**src/rtl/mem_port_arbiter_if.sv**
```systemverilog
// Two-requester memory port bundle plus the single-port RAM side.
// The slave modport is the arbiter's view; the master modport is the requester/RAM environment.
interface mem_port_arbiter_if #(
    parameter int DWIDTH = 32,
    parameter int AWIDTH = 8
);
    logic                  p0_req_valid;
    logic                  p0_req_ready;
    logic [AWIDTH-1:0]     p0_req_addr;
    logic [DWIDTH-1:0]     p0_req_wdata;
    logic [DWIDTH/8-1:0]   p0_req_wstrb;
    logic                  p0_resp_valid;
    logic                  p0_resp_ready;
    logic [DWIDTH-1:0]     p0_resp_rdata;

    logic                  p1_req_valid;
    logic                  p1_req_ready;
    logic [AWIDTH-1:0]     p1_req_addr;
    logic [DWIDTH-1:0]     p1_req_wdata;
    logic [DWIDTH/8-1:0]   p1_req_wstrb;
    logic                  p1_resp_valid;
    logic                  p1_resp_ready;
    logic [DWIDTH-1:0]     p1_resp_rdata;

    logic                  mem_en;
    logic [DWIDTH/8-1:0]   mem_wbe;
    logic [AWIDTH-1:0]     mem_addr;
    logic [DWIDTH-1:0]     mem_d;
    logic [DWIDTH-1:0]     mem_q;

    modport slave (
        input  p0_req_valid, p0_req_addr, p0_req_wdata, p0_req_wstrb, p0_resp_ready,
        output p0_req_ready, p0_resp_valid, p0_resp_rdata,
        input  p1_req_valid, p1_req_addr, p1_req_wdata, p1_req_wstrb, p1_resp_ready,
        output p1_req_ready, p1_resp_valid, p1_resp_rdata,
        output mem_en, mem_wbe, mem_addr, mem_d,
        input  mem_q
    );

    modport master (
        output p0_req_valid, p0_req_addr, p0_req_wdata, p0_req_wstrb, p0_resp_ready,
        input  p0_req_ready, p0_resp_valid, p0_resp_rdata,
        output p1_req_valid, p1_req_addr, p1_req_wdata, p1_req_wstrb, p1_resp_ready,
        input  p1_req_ready, p1_resp_valid, p1_resp_rdata,
        input  mem_en, mem_wbe, mem_addr, mem_d,
        output mem_q
    );
endinterface

```
**src/rtl/mem_port_arbiter.sv**
```systemverilog
// Round-robin arbiter sharing one sync-read RAM between two ports; response one cycle after accept.
// One transaction outstanding; a stalled response blocks new accepts until its handshake.
module mem_port_arbiter #(
    parameter int DWIDTH = 32,
    parameter int AWIDTH = 8
) (
    input  logic               clk,
    input  logic               rst_n,
    mem_port_arbiter_if.slave  bus
);
    localparam int BWIDTH = DWIDTH / 8;

    typedef enum logic {ST_IDLE, ST_RESP} state_t;

    state_t              r_state;
    state_t              w_state_nxt;
    logic                r_owner;
    logic                r_last_grant;

    logic                w_owner_resp_rdy;
    logic                w_can_accept;
    logic                w_p0_wins;
    logic                w_p1_wins;
    logic                w_p0_acc;
    logic                w_p1_acc;
    logic                w_accept;
    logic                w_winner;
    logic [AWIDTH-1:0]   w_req_addr;
    logic [DWIDTH-1:0]   w_req_wdata;
    logic [BWIDTH-1:0]   w_req_wstrb;

    assign w_owner_resp_rdy = r_owner ? bus.p1_resp_ready : bus.p0_resp_ready;
    assign w_can_accept     = (r_state == ST_IDLE) || w_owner_resp_rdy;

    // A port "would win" from the other port's valid only, so ready never depends on its own valid.
    assign w_p0_wins = !bus.p1_req_valid || r_last_grant;
    assign w_p1_wins = !bus.p0_req_valid || !r_last_grant;

    assign bus.p0_req_ready = w_can_accept && w_p0_wins;
    assign bus.p1_req_ready = w_can_accept && w_p1_wins;

    // Readies stay live in reset, but nothing may reach the RAM until release.
    assign w_p0_acc = rst_n && bus.p0_req_valid && bus.p0_req_ready;
    assign w_p1_acc = rst_n && bus.p1_req_valid && bus.p1_req_ready;
    assign w_accept = w_p0_acc || w_p1_acc;
    assign w_winner = w_p1_acc;

    assign w_req_addr  = w_winner ? bus.p1_req_addr  : bus.p0_req_addr;
    assign w_req_wdata = w_winner ? bus.p1_req_wdata : bus.p0_req_wdata;
    assign w_req_wstrb = w_winner ? bus.p1_req_wstrb : bus.p0_req_wstrb;

    assign bus.p0_resp_rdata = bus.mem_q;
    assign bus.p1_resp_rdata = bus.mem_q;

    always_ff @(posedge clk or negedge rst_n) begin
        if (!rst_n) begin
            r_state      <= ST_IDLE;
            r_owner      <= 1'b0;
            r_last_grant <= 1'b1;
        end else begin
            r_state <= w_state_nxt;
            if (w_accept) begin
                r_owner      <= w_winner;
                r_last_grant <= w_winner;
            end
        end
    end

    always_comb begin
        w_state_nxt       = r_state;
        bus.p0_resp_valid = 1'b0;
        bus.p1_resp_valid = 1'b0;
        bus.mem_en        = 1'b0;
        bus.mem_wbe       = '0;
        bus.mem_addr      = w_req_addr;
        bus.mem_d         = w_req_wdata;

        case (r_state)
            ST_IDLE: begin
                if (w_accept) begin
                    w_state_nxt = ST_RESP;
                end
            end
            ST_RESP: begin
                bus.p0_resp_valid = !r_owner;
                bus.p1_resp_valid = r_owner;
                // Accept here implies the owner's handshake, so back-to-back stays in RESP.
                if (w_accept) begin
                    w_state_nxt = ST_RESP;
                end else if (w_owner_resp_rdy) begin
                    w_state_nxt = ST_IDLE;
                end
            end
            default: begin
                w_state_nxt = ST_IDLE;
            end
        endcase

        if (w_accept) begin
            bus.mem_en  = 1'b1;
            bus.mem_wbe = w_req_wstrb;
        end
    end
endmodule

```
**src/flat_wrapper.sv**
```systemverilog
// flat-port wrapper written by rule: the top's interface ports become plain ports
module mem_port_arbiter_flat 
#(
    parameter int DWIDTH = 32,
    parameter int AWIDTH = 8
)
  (clk, rst_n, bus_p0_req_valid, bus_p0_req_addr, bus_p0_req_wdata, bus_p0_req_wstrb, bus_p0_resp_ready, bus_p0_req_ready, bus_p0_resp_valid, bus_p0_resp_rdata, bus_p1_req_valid, bus_p1_req_addr, bus_p1_req_wdata, bus_p1_req_wstrb, bus_p1_resp_ready, bus_p1_req_ready, bus_p1_resp_valid, bus_p1_resp_rdata, bus_mem_en, bus_mem_wbe, bus_mem_addr, bus_mem_d, bus_mem_q);
  mem_port_arbiter_if #(.DWIDTH(DWIDTH), .AWIDTH(AWIDTH)) bus_i ();
  input  logic clk;
  input  logic rst_n;
  input wire logic [$bits(bus_i.p0_req_valid)-1:0] bus_p0_req_valid;
  input wire logic [$bits(bus_i.p0_req_addr)-1:0] bus_p0_req_addr;
  input wire logic [$bits(bus_i.p0_req_wdata)-1:0] bus_p0_req_wdata;
  input wire logic [$bits(bus_i.p0_req_wstrb)-1:0] bus_p0_req_wstrb;
  input wire logic [$bits(bus_i.p0_resp_ready)-1:0] bus_p0_resp_ready;
  output wire logic [$bits(bus_i.p0_req_ready)-1:0] bus_p0_req_ready;
  output wire logic [$bits(bus_i.p0_resp_valid)-1:0] bus_p0_resp_valid;
  output wire logic [$bits(bus_i.p0_resp_rdata)-1:0] bus_p0_resp_rdata;
  input wire logic [$bits(bus_i.p1_req_valid)-1:0] bus_p1_req_valid;
  input wire logic [$bits(bus_i.p1_req_addr)-1:0] bus_p1_req_addr;
  input wire logic [$bits(bus_i.p1_req_wdata)-1:0] bus_p1_req_wdata;
  input wire logic [$bits(bus_i.p1_req_wstrb)-1:0] bus_p1_req_wstrb;
  input wire logic [$bits(bus_i.p1_resp_ready)-1:0] bus_p1_resp_ready;
  output wire logic [$bits(bus_i.p1_req_ready)-1:0] bus_p1_req_ready;
  output wire logic [$bits(bus_i.p1_resp_valid)-1:0] bus_p1_resp_valid;
  output wire logic [$bits(bus_i.p1_resp_rdata)-1:0] bus_p1_resp_rdata;
  output wire logic [$bits(bus_i.mem_en)-1:0] bus_mem_en;
  output wire logic [$bits(bus_i.mem_wbe)-1:0] bus_mem_wbe;
  output wire logic [$bits(bus_i.mem_addr)-1:0] bus_mem_addr;
  output wire logic [$bits(bus_i.mem_d)-1:0] bus_mem_d;
  input wire logic [$bits(bus_i.mem_q)-1:0] bus_mem_q;
  assign bus_i.p0_req_valid = bus_p0_req_valid;
  assign bus_i.p0_req_addr = bus_p0_req_addr;
  assign bus_i.p0_req_wdata = bus_p0_req_wdata;
  assign bus_i.p0_req_wstrb = bus_p0_req_wstrb;
  assign bus_i.p0_resp_ready = bus_p0_resp_ready;
  assign bus_p0_req_ready = bus_i.p0_req_ready;
  assign bus_p0_resp_valid = bus_i.p0_resp_valid;
  assign bus_p0_resp_rdata = bus_i.p0_resp_rdata;
  assign bus_i.p1_req_valid = bus_p1_req_valid;
  assign bus_i.p1_req_addr = bus_p1_req_addr;
  assign bus_i.p1_req_wdata = bus_p1_req_wdata;
  assign bus_i.p1_req_wstrb = bus_p1_req_wstrb;
  assign bus_i.p1_resp_ready = bus_p1_resp_ready;
  assign bus_p1_req_ready = bus_i.p1_req_ready;
  assign bus_p1_resp_valid = bus_i.p1_resp_valid;
  assign bus_p1_resp_rdata = bus_i.p1_resp_rdata;
  assign bus_mem_en = bus_i.mem_en;
  assign bus_mem_wbe = bus_i.mem_wbe;
  assign bus_mem_addr = bus_i.mem_addr;
  assign bus_mem_d = bus_i.mem_d;
  assign bus_i.mem_q = bus_mem_q;
  mem_port_arbiter #(.DWIDTH(DWIDTH), .AWIDTH(AWIDTH)) u_core (.clk(clk), .rst_n(rst_n), .bus(bus_i));
endmodule
```
**config.mk**
```make
export PLATFORM = sky130hd
export DESIGN_NAME = mem_port_arbiter_flat
export DESIGN_NICKNAME = d
export VERILOG_FILES = /design/src/rtl/mem_port_arbiter_if.sv /design/src/rtl/mem_port_arbiter.sv /design/src/flat_wrapper.sv
export SDC_FILE = /design/constraint.sdc
export NUM_CORES = 1
export LEC_CHECK = 0
export ABC_AREA = 1
export BUFFER_PORTS_ARGS = -buffer_cell sky130_fd_sc_hd__buf_2
export CORE_AREA = 2 2 93 95
export CTS_CLUSTER_DIAMETER = 30
export CTS_CLUSTER_SIZE = 25
export DETAILED_ROUTE_END_ITERATION = 8
export DIE_AREA = 0 0 95 97
export GPL_ROUTABILITY_DRIVEN = 0
export PLACE_DENSITY_LB_ADDON = 0.3
export SLEW_MARGIN = 20
export SYNTH_ARGS = -nofsm -noshare
export SYNTH_HDL_FRONTEND = slang
export SYNTH_SLANG_ARGS = --single-unit
```
**constraint.sdc**
```tcl
create_clock -name clk -period 1.56 [get_ports clk]
set_clock_uncertainty 0.2 [all_clocks]
set_input_delay 0.156 -clock clk [delete_from_list [all_inputs] [get_ports clk]]
set_output_delay 0.156 -clock clk [all_outputs]
set_load 0.02 [all_outputs]
```
==> metrics.yaml <==
sta:
  period_share_pct: 123
  max_freq_mhz: 523
  finalSetupViolCount: 47
  max_slew_margin_pct: 88.7
  hold_viol: 0
  setup_slack_ps: -352
  fin_crit_ps: 1910
  worstMarginPinSlew_ps: 168
  slew_viol_final: 0
  rsz0062_at_grt: "true"
finish:
  areaGrowthSynthToFinish_pct: 96.2
  fillers: 878
  diodes: 0
  final_layout_size_suffix_gt1_share_pct: 73.3
  nets: 464
  multiInputGateArea_sq_um: 890
  ff_latch_area_sq_um: 76.3
setup_path:
  required_ps: 1200
  worstPathMaxFanout: 11
  crit_path_start_kind: "flop"
  regToRegSetupSlack_ps: 40
  worstPathArrival_ps: 1560
  path_class: "flop to output port"
  r2r_start: "u_core.r_last_grant$_DFFE_PN1P_"
  reg2reg_to: "u_core.r_state$_DFF_PN0_"
  r2r_cells: 6
  worstSetupEndpointType: "output port"
min_path:
  min_to: "bus_p0_resp_rdata[25]"
  worstHoldPathCells: 0
  hold_path.class: "primary input to output port"
  hp-start: "bus_mem_q[25]"
die:
  ios: 239
  die_y_um: 97
  die_w_um: 95
  start_util_pct: 16.6
  dieArea_sq_mm: 0.00922
  rows: 33
  core-area_sq_mm: 0.00813
synth:
  syn_avg_cell_area_sq_um: 5.57
  ys_top_cells_by_count: "buf_4, nand2_1, inv_1"
  synth_edf_count: 0
  seq_area_frac_synth_pct: 5.66
  synthesis.yosys.warnings: 0
  synthTopCellsByArea: "buf_4, nand2_1, inv_1, o21ai_0, buf_6"
  yosys.area.top_type: "buf_4"
  synth_seq_cells: 3
  yosysMostFrequentCell: "buf_4"
  synthesis.instances: 242
  synth_top_area_share_pct: 36.2
  ys.flop_type: "dfrtp_1"
  synthesis.nets: 368
  syn-cell-area_sq_mm: 0.00135
  async_flop_share_pct: 100
  yosysUniqueCellTypes: 13
clocking:
  tritoncts: "done"
  root_buffer: "clkbuf_8"
  clk_latency_ps: 220
  clk_pin_slew_ps: 30
  cts_buffers: 3
  cts-htree-levels: 1
  cts.sinks: 3
  clk_path_buf_depth: 2
routing:
  vias: 1688
  drtAntennaViolNets: 0
  drtIter0Drc: 20
  drc: 0
  wirelength_um: 4970
  top_layer_used: "met4"
  m1WireLength_um: 1600
  drt-vias-per-instance: 3.82
  drtPass1Iterations: 3
  dr_wl_met3_um: 498
  met2_length_um: 2800
  wl_per_cell_um: 11.2
status:
  outcome: "complete, but fails checks"
  violations: "setup timing"
global_route:
  antenna_found_initial: 0
  grt_max_degree: 36
  grt_pass1_vias: 1562
  grt_use_total_pct: 8.46
  gr-total-overflow: 0
  grt_pass1_wl_um: 6440
placed_design:
  port-buffer-count: 142
  hpwlAfterDp_um: 3240
  dp_slack_ps: -175
power:
  p_per_area_mw_per_mm2: 959
  peakVddDrop_v: 0.000379
  power.total_uw: 2540
  p_leak_uw: 0.00153
flow_run:
  drv_cap: 0
where the power goes:
part	total, uW	internal [uW]	switching (uW)
Combinational	2150	1060	1090
Sequential	162	129	33.8
Clock	226	174	51.9
Total	2540	1370	1170
what timing repair did:
action                     CTS  global route
resized for setup           78            77
hold endpoints to repair     3             0
pin swaps                    2             1
hold buffers                 1             0
setup endpoints to repair   47            47
cloned                       1             5
buffers inserted             2             3
routing by layer:
metal,GRT usage [%],vias up
met4,2.90,0
met5,0,-
met1,7.64,729
met2,17.3,113
met3,2.18,8
li1,-,838
layout by cell type (no fill, tap or decap), types with 2 or more instances in the layout:
cell type | synthesis | final
nor2_2 | 0 | 3
dfrtp_1 | 2 | 2
o21ai_4 | 0 | 12
nand3_2 | 2 | 3
and2_1 | 2 | 2
nand2_1 | 60 | 32
buf_4 | 65 | 16
buf_2 | 1 | 96
clkbuf_8 | 0 | 3
clkbuf_16 | 0 | 5
o21ai_2 | 0 | 27
nand2_2 | 0 | 26
buf_6 | 8 | 42
buf_12 | 0 | 4
inv_1 | 50 | 50
nor2_4 | 0 | 5
flip-flops by register name, indices dropped and copies added (netlist names):
| name | flops |
|---|---|
| u_core.r_last_grant | 1 |
| u_core.r_owner | 1 |
| u_core.r_state | 1 |
critical path, cell delays in order, from the launching register on:
cell and delay (ps):
dfrtp_1 390, inv_1 60, nand2_1 50, nand3_2 90, nand3_4 100, clkbuf_16 180
buf_16 160, o21ai_2 160, buf_6 140
cell type report:
cell class	instances	share of cell area, %
Multi-Input combinational cell	115	33.6
Clock buffer	4	1.70
Sequential cell	3	2.88
Tap cell	105	4.96
Inverter	50	7.09
Timing Repair Buffer	165	49.7
worst max path at each step:
stage,depth (start not counted),start,endpoint
detailed placement,8,u_core.r_owner$_DFFE_PN0P_,bus_mem_wbe[2]
CTS,8,u_core.r_owner$_DFFE_PN0P_,bus_mem_wbe[2]
finish,8,u_core.r_owner$_DFFE_PN0P_,bus_mem_d[14]
global route,8,u_core.r_owner$_DFFE_PN0P_,bus_mem_d[14]
floorplan,6,u_core.r_owner$_DFFE_PN0P_,bus_mem_addr[0]
global placement,7,u_core.r_last_grant$_DFFE_PN1P_,bus_mem_wbe[2]
metrics by stage:
step / setup TNS (ps) / hold WS [ps] / cells / utilization, % / area (sq um)
floorplan: -720 / -340 / 242 / - / 1500
global placement: -3690 / -129 / 426 / 23.1 / 1880
detailed placement: -4660 / -126 / 426 / 23.1 / 1880
CTS: -15060 / 112 / 434 / 27.1 / 2210
global route: -18610 / 112 / 442 / 32.5 / 2650
finish: -15080 / 112 / 442 / 32.5 / 2650
logic make-up after synthesis:
kind of cell	count (synthesis)	share of synthesized area (%)
AOI/OAI and AO/OA	40	14.8
buffers and inverters	124	57.1
DFF	3	5.66
and+or+nand+nor	75	22.4
Note: power is estimated with default switching activity, not from simulation.
